**src/rtl/ram_queue_ctrl.sv**
```systemverilog
// ram_queue_ctrl: circular-buffer FIFO controller for the 384x8 dual-port RAMqueue.
// Owns the write/read pointers, the occupancy count, the sticky error flags and
// the RAM strobes. The RAM has a registered read, so popped data appears on dout
// one clock after an accepted pop, qualified by dout_vld.
//
// Optional feature macro: RAMQ_OVERWRITE_EN
//   defined   - a push into a full queue with no pop overwrites the oldest entry
//               (circular capture of the newest DEPTH samples); ovfl is set
//   undefined - a push into a full queue is dropped; ovfl is set
//
// Ports:
//   clk, rst_n        clock, synchronous active-low reset
//   clr               synchronous flush of pointers, count and flags
//   push, din         write request and data
//   pop               read request
//   dout, dout_vld    popped data and its one-cycle valid pulse
//   full, empty       occupancy flags
//   count             occupancy 0..DEPTH
//   ovfl, unfl        sticky overflow / underflow flags
//   ram_we, ram_waddr, ram_wdata, ram_raddr   RAM control outputs
//   ram_rdata         RAM registered read data
module ram_queue_ctrl #(
  parameter int unsigned DEPTH = 384,
  parameter int unsigned AW    = 9,
  parameter int unsigned DW    = 8
) (
  input  logic          clk,
  input  logic          rst_n,
  input  logic          clr,
  input  logic          push,
  input  logic [DW-1:0] din,
  input  logic          pop,
  output logic [DW-1:0] dout,
  output logic          dout_vld,
  output logic          full,
  output logic          empty,
  output logic [AW-1:0] count,
  output logic          ovfl,
  output logic          unfl,
  output logic          ram_we,
  output logic [AW-1:0] ram_waddr,
  output logic [DW-1:0] ram_wdata,
  output logic [AW-1:0] ram_raddr,
  input  logic [DW-1:0] ram_rdata
);

  logic [AW-1:0] wr_ptr_q, wr_ptr_d;
  logic [AW-1:0] rd_ptr_q, rd_ptr_d;
  logic [AW-1:0] count_q, count_d;
  logic          ovfl_q, ovfl_d;
  logic          unfl_q, unfl_d;
  logic          dout_vld_q, dout_vld_d;

  logic push_acc;  // RAM write happens this cycle
  logic push_inc;  // accepted push that grows the occupancy
  logic pop_acc;
  logic rd_adv;

  // Wrap at DEPTH-1; DEPTH need not be a power of two.
  function automatic logic [AW-1:0] next_ptr(input logic [AW-1:0] p);
    return (p == AW'(DEPTH - 1)) ? '0 : p + 1'b1;
  endfunction

  assign full  = (count_q == AW'(DEPTH));
  assign empty = (count_q == '0);

  always_comb begin
    pop_acc = pop & ~empty & ~clr;
    push_inc = push & ~full & ~clr;
`ifdef RAMQ_OVERWRITE_EN
    // A simultaneous pop takes precedence when full, so the RAM never reads and
    // writes the same address in one cycle.
    push_acc = push & ~clr & (~full | ~pop);
    rd_adv   = pop_acc | (push_acc & full);
`else
    push_acc = push_inc;
    rd_adv   = pop_acc;
`endif

    wr_ptr_d   = wr_ptr_q;
    rd_ptr_d   = rd_ptr_q;
    count_d    = count_q;
    ovfl_d     = ovfl_q;
    unfl_d     = unfl_q;
    dout_vld_d = pop_acc;

    if (clr) begin
      wr_ptr_d = '0;
      rd_ptr_d = '0;
      count_d  = '0;
      ovfl_d   = 1'b0;
      unfl_d   = 1'b0;
    end else begin
      if (push_acc) wr_ptr_d = next_ptr(wr_ptr_q);
      if (rd_adv)   rd_ptr_d = next_ptr(rd_ptr_q);
      if (push_inc && !pop_acc) begin
        count_d = count_q + 1'b1;
      end else if (pop_acc && !push_inc) begin
        count_d = count_q - 1'b1;
      end
      if (push && full)  ovfl_d = 1'b1;
      if (pop && empty)  unfl_d = 1'b1;
    end
  end

  always_ff @(posedge clk) begin
    if (!rst_n) begin
      wr_ptr_q   <= '0;
      rd_ptr_q   <= '0;
      count_q    <= '0;
      ovfl_q     <= 1'b0;
      unfl_q     <= 1'b0;
      dout_vld_q <= 1'b0;
    end else begin
      wr_ptr_q   <= wr_ptr_d;
      rd_ptr_q   <= rd_ptr_d;
      count_q    <= count_d;
      ovfl_q     <= ovfl_d;
      unfl_q     <= unfl_d;
      dout_vld_q <= dout_vld_d;
    end
  end

  assign count     = count_q;
  assign ovfl      = ovfl_q;
  assign unfl      = unfl_q;
  assign dout_vld  = dout_vld_q;
  assign dout      = ram_rdata;
  assign ram_we    = push_acc;
  assign ram_waddr = wr_ptr_q;
  assign ram_wdata = din;
  assign ram_raddr = rd_ptr_q;

endmodule

```
**config.mk**
```make
export PLATFORM = sky130hd
export DESIGN_NAME = ram_queue_ctrl
export DESIGN_NICKNAME = d
export VERILOG_FILES = /design/src/rtl/ram_queue_ctrl.sv
export SDC_FILE = /design/constraint.sdc
export NUM_CORES = 1
export LEC_CHECK = 0
export BUFFER_PORTS_ARGS = -buffer_cell sky130_fd_sc_hd__buf_4
export CAP_MARGIN = 20
export CORE_MARGIN = 5
export CORE_UTILIZATION = 44
export CTS_BUF_LIST = sky130_fd_sc_hd__clkbuf_8 sky130_fd_sc_hd__clkbuf_16
export CTS_CLUSTER_SIZE = 12
export DETAILED_ROUTE_END_ITERATION = 10
export GPL_TIMING_DRIVEN = 0
export HOLD_SLACK_MARGIN = 0.05
export PLACE_DENSITY = 0.76
export SLEW_MARGIN = 5
export SYNTH_ARGS = -nofsm -noshare
export SYNTH_HDL_FRONTEND = slang
export SYNTH_SLANG_ARGS = --single-unit
```
**constraint.sdc**
```tcl
create_clock -name clk -period 3.4 [get_ports clk]
set_input_delay 0.17 -clock clk [delete_from_list [all_inputs] [get_ports clk]]
set_output_delay 0.17 -clock clk [all_outputs]
set_load 0.01 [all_outputs]
```
Word level (Yosys, flattened, before mapping)
Index checks and enable logic that the tools add are counted.
{ "word_totals": {"output_inout_bits": 49, "ff_bits": 30, "wordCells": 34} }
{ "classes": {"add_sub_neg": 4, "n_reduce_logical": 9, "bitwise": 8, "n_mux": 4, "n_eq_ne": 3} }
{ "op_table": {"columns": ["operator", "count"], "rows": [
  ["two-way mux 9 bit", 4],
  ["adder 9 x 1 -> 9 bit, second input constant", 3],
  ["equality test 9 bit, second input constant", 3],
  ["zero test 9 bit", 1],
  ["subtractor 9 x 1 -> 9 bit, second input constant", 1],
  ["bitwise AND 1 bit", 4],
  ["logical AND 1 bit", 4],
  ["NOT 1 bit", 4],
  ["zero test 1 bit", 2],
  ["nonzero test 2 bit", 1],
  ["OR reduction 2 bit", 1]
]} }

Depth between registers and ports, before layout
{ "logic_depth": {"ltp_word": 8, "mapped_depth": 11, "mapped_depth_nobuf": 11} }

Worst setup path after synthesis
OpenSTA, ideal clock, no wires.
{ "synth_path": {"kind": "flip-flop to flip-flop", "startpoint": "register count_q[0], in the netlist count[0]", "endpoint": "register count_q[7], in the netlist count[7]", "slack_ns": 0.020, "t_required_ns": 3.275, "synth_period_minus_slack_ns": 3.380, "stages_incl_launch_ff": 12, "arrival_ns": 3.255, "cell_sequence": "dfxtp_1 > or4_4 > o311a_1 > buf_6 > ha_1 > inv_1 > ha_1 > a21o_1 > a211o_1 > a2111oi_0 > nor3_1 > nand3b_1"} }
{ "synth_via": {"elab_chain_cells": 7, "elab_cells_between_ends": 17} }
{ "synth_lines": {"columns": ["item", "line", "rtl"], "rows": [
  ["start: declaration", "49", "logic [AW-1:0] count_q, count_d;"],
  ["start signal: assignment", "117", "count_q <= count_d;"],
  ["equality test 9 bit (*)", "64", "assign full = (count_q == AW'(DEPTH));"],
  ["NOT 1 bit (*)", "69", "push_inc = push & ~full & ~clr;"],
  ["bitwise AND 1 bit (*) (2 in a row)", "69", null],
  ["via ram_we", "40", "output logic ram_we,"],
  ["zero test 1 bit", "98", "end else if (pop_acc && !push_inc) begin"],
  ["logical AND 1 bit", "98", null],
  ["nonzero test 2 bit (no line)", null, null]
]} }
Mark *: on every way through the listed nets, which the timed path passes. The rest lies on a longest branch. The select of a mux whose other input is x is not followed.
A chain may end at the register's enable or synchronous reset.

Final worst setup path
{ "layout_path": {"startpoint": "register count_q[0], in the netlist count[0]", "endpoint": "register count_q[8], in the netlist count[8]"} }
{ "layout_via": {"elab_chain_cells": 7, "elab_cells_between_ends": 17} }
{ "layout_lines": {"columns": ["item"], "rows": [
  ["parallel branches: the longest is 7 deep, another holds subtractor 9 x 1 -> 9 bit"]
]} }
Several ways; the timed one is not identified. The select of a mux whose other input is x is not followed.

==> reports/metrics.yaml <==
status:
  status: "completed"
setup_path:
  regToRegSetupSlack_ns: 0.15
  required_ns: 3.61
  r2r-start: "count[0]"
  crit_type: "reg -> reg"
  rr_worst_depth: 11
  critPathLaunchType: "register"
  cp_data_arrival_time_ns: 3.46
  rr_endpoint: "count[8]"
  cp-end-kind: "register"
  path_max_fanout: 7
worst_hold_path:
  hold_path_class: "in -> reg"
  min_to: "ovfl"
  hold_depth: 3
  hp-start: "push"
detailed_routing:
  postRouteWirelength_microns: 4481
  dr.pass1.iters: 4
  wl_per_cell_microns: 13.92
  drt_iter0_markers: 89
  vias: 1683
  ant_nets: 0
  drc: 0
  viasPerCell: 5.227
die:
  fp.coreArea_sq_mm: 0.003971
  initial_core_util: 0.4531
  rows: 23
  fp.dieW_microns: 73.95
  die_area_sq_mm: 0.005468
  ioPinCount: 70
  die_h_microns: 73.95
clock_tree:
  cts.path.max_buffers: 2
  cts_buffers: 5
  worstSkewPairLatency_ns: 0.28
  clk_root_buffer_cell: "clkbuf_8"
  tritoncts: "yes"
  clock-sinks: 30
  htreeDepth: 2
  path_clk_slew_ns: 0.06
timing:
  period_minus_slack_ns: 3.247
  clock.fmax_ghz: 0.3080
  setup_violations: 0
  tightest_slew_ns: 0.6589
  setup_slack_ns: 0.1531
  slew_viol_final: 0
  hold_viol: 0
  fin_skew_ns: 0.003651
  rsz0062_at_grt: "false"
  min_period_over_period: 0.9550
  slew_headroom: 0.5561
yosys:
  syn_inst: 211
  ys_types: 46
  synth.area.top_cells: "dfxtp_1 (33%), ha_1 (7.0%), buf_4 (6.7%)"
  synth_area_leader_cell: "dfxtp_1"
  synth_most_common_cell: "dfxtp_1"
  synthTopCellsByCount: "dfxtp_1 (30), nor2_1 (28), buf_4 (16), nand2_1 (13)"
  yosys_register_bits: 30
  postSynth.asyncResetShare: 0
  avgSynthCellArea_sq_um: 8.527
  synth_top_area_frac: 0.3338
  synthesis.nets: 243
  synth_warnings: 0
  synth-seq-area-share: 0.3338
  synthFlopType: "dfxtp_1"
  synth_edf_count: 0
  synth_area_sq_mm: 0.001799
place:
  portBuffers: 53
  pre_cts_slack_ns: -0.3856
  gp_congestion: 0.8377
  dpl.hpwl_microns: 3492
power_and_ir_drop:
  power_uw: 947.2
  powerDensity_mw_per_mm2: 395.3
  leakagePower_uw: 0.001097
  ir_drop_v: 0.0001964
job:
  drv_cap: 0
final_layout:
  nNetsFinal: 305
  regArea_sq_um: 603.1
  multi_input_area_sq_mm: 0.001051
  syn_to_final_growth_pct: 33.17
  drive_gt1_frac: 0.3382
  antennaDiodeCount: 0
  n_fill_cell: 377
global_route:
  grt_overflow: 0
  antenna_found_initial: 0
  grt_first_pass_wirelength_microns: 7258
  grt_pass1_vias: 1623
  grt_usage: 0.1684
  grt_max_degree: 11
kinds of logic after synthesis:
logic type / share of synthesized area
xor+xnor: 0.06815
simple gates: 0.2302
mux: 0.03894
buf+inv: 0.1022
compound gates: 0.1460
flops: 0.3338
fa+ha+maj: 0.08067
layout by cell type (no fill, tap or decap), types with 6 or more instances in the layout:
cell / n
inv_1: 8
nor2_1: 28
a21oi_1: 11
nand2_1: 13
clkbuf_8: 6
nand3_1: 6
xor2_1: 11
dfxtp_1: 28
nand4_1: 8
buf_4: 71
ha_1: 9
mux2i_1: 7
worst max-delay path, stage by stage, from the launching register on:
cell and delay, ns:
dfxtp_2 0.36, or4_4 0.56, o311a_4 0.43, inv_2 0.11
ha_4 0.16, inv_2 0.06, buf_4 0.15, ha_1 0.24
or3_1 0.40, o31ai_2 0.28, mux2i_1 0.24, mux2i_1 0.20
timing repair:
action | in CTS | in global routing
pin swaps | 0 | 1
endpoints found under the setup margin | 3 | 3
hold buffers | 0 | 0
setup buffers | 2 | 0
hold endpoints to repair | 0 | 0
gates resized for setup | 4 | 5
flip-flops by register name (all words and copies together) (netlist names):
signal / flops
count: 9
dout_vld: 1
ovfl: 1
ram_raddr: 9
ram_waddr: 9
unfl: 1
metal layers:
layer  part of all wire  global-route usage  routed length, microns
met3              0.073             0.04595                     328
met5                  0                   0                       0
met2               0.49              0.2815                    2176
met1               0.43              0.2072                    1926
met4              0.011             0.06237                      50
through the flow:
step	utilization	hold slack (ns)	area, sq um	setup TNS (ns)	std cells
2_1_floorplan	-	0.3107	1799	0	211
3_3_place_gp	0.5690	0.4289	2260	-0.5259	314
3_5_place_dp	0.5690	0.4431	2260	-0.5907	314
4_1_cts	0.5983	0.1515	2376	0	322
5_1_grt	0.6033	0.1886	2396	0	322
6_report	0.6033	0.1542	2396	0	322
power breakdown:
part	switching, uW	internal, uW	total [uW]
clock network	124	156	279
logic	145	141	286
registers	17.1	365	382
worst max-delay path by stage:
stage	start	endpoint	slack [ns]	cells past startpoint
2_1_floorplan	count[0]	count[7]	0.02	11
3_3_place_gp	count[0]	count[7]	-0.34	11
3_5_place_dp	count[0]	count[7]	-0.39	11
4_1_cts	count[0]	count[8]	0.03	11
5_1_grt	count[0]	count[8]	0.04	11
6_report	count[0]	count[8]	0.15	11
final cells by class:
| cell class | count | area share |
|---|---|---|
| multi-input combinational | 150 | 0.4386 |
| sequential | 30 | 0.2517 |
| timing repair buffer | 55 | 0.1723 |
| buffer | 21 | 0.06110 |
| clock buffer | 6 | 0.03446 |
| tap | 50 | 0.02611 |
| inverter | 10 | 0.01567 |
No activity file was read; power rests on OpenSTA's default activity.
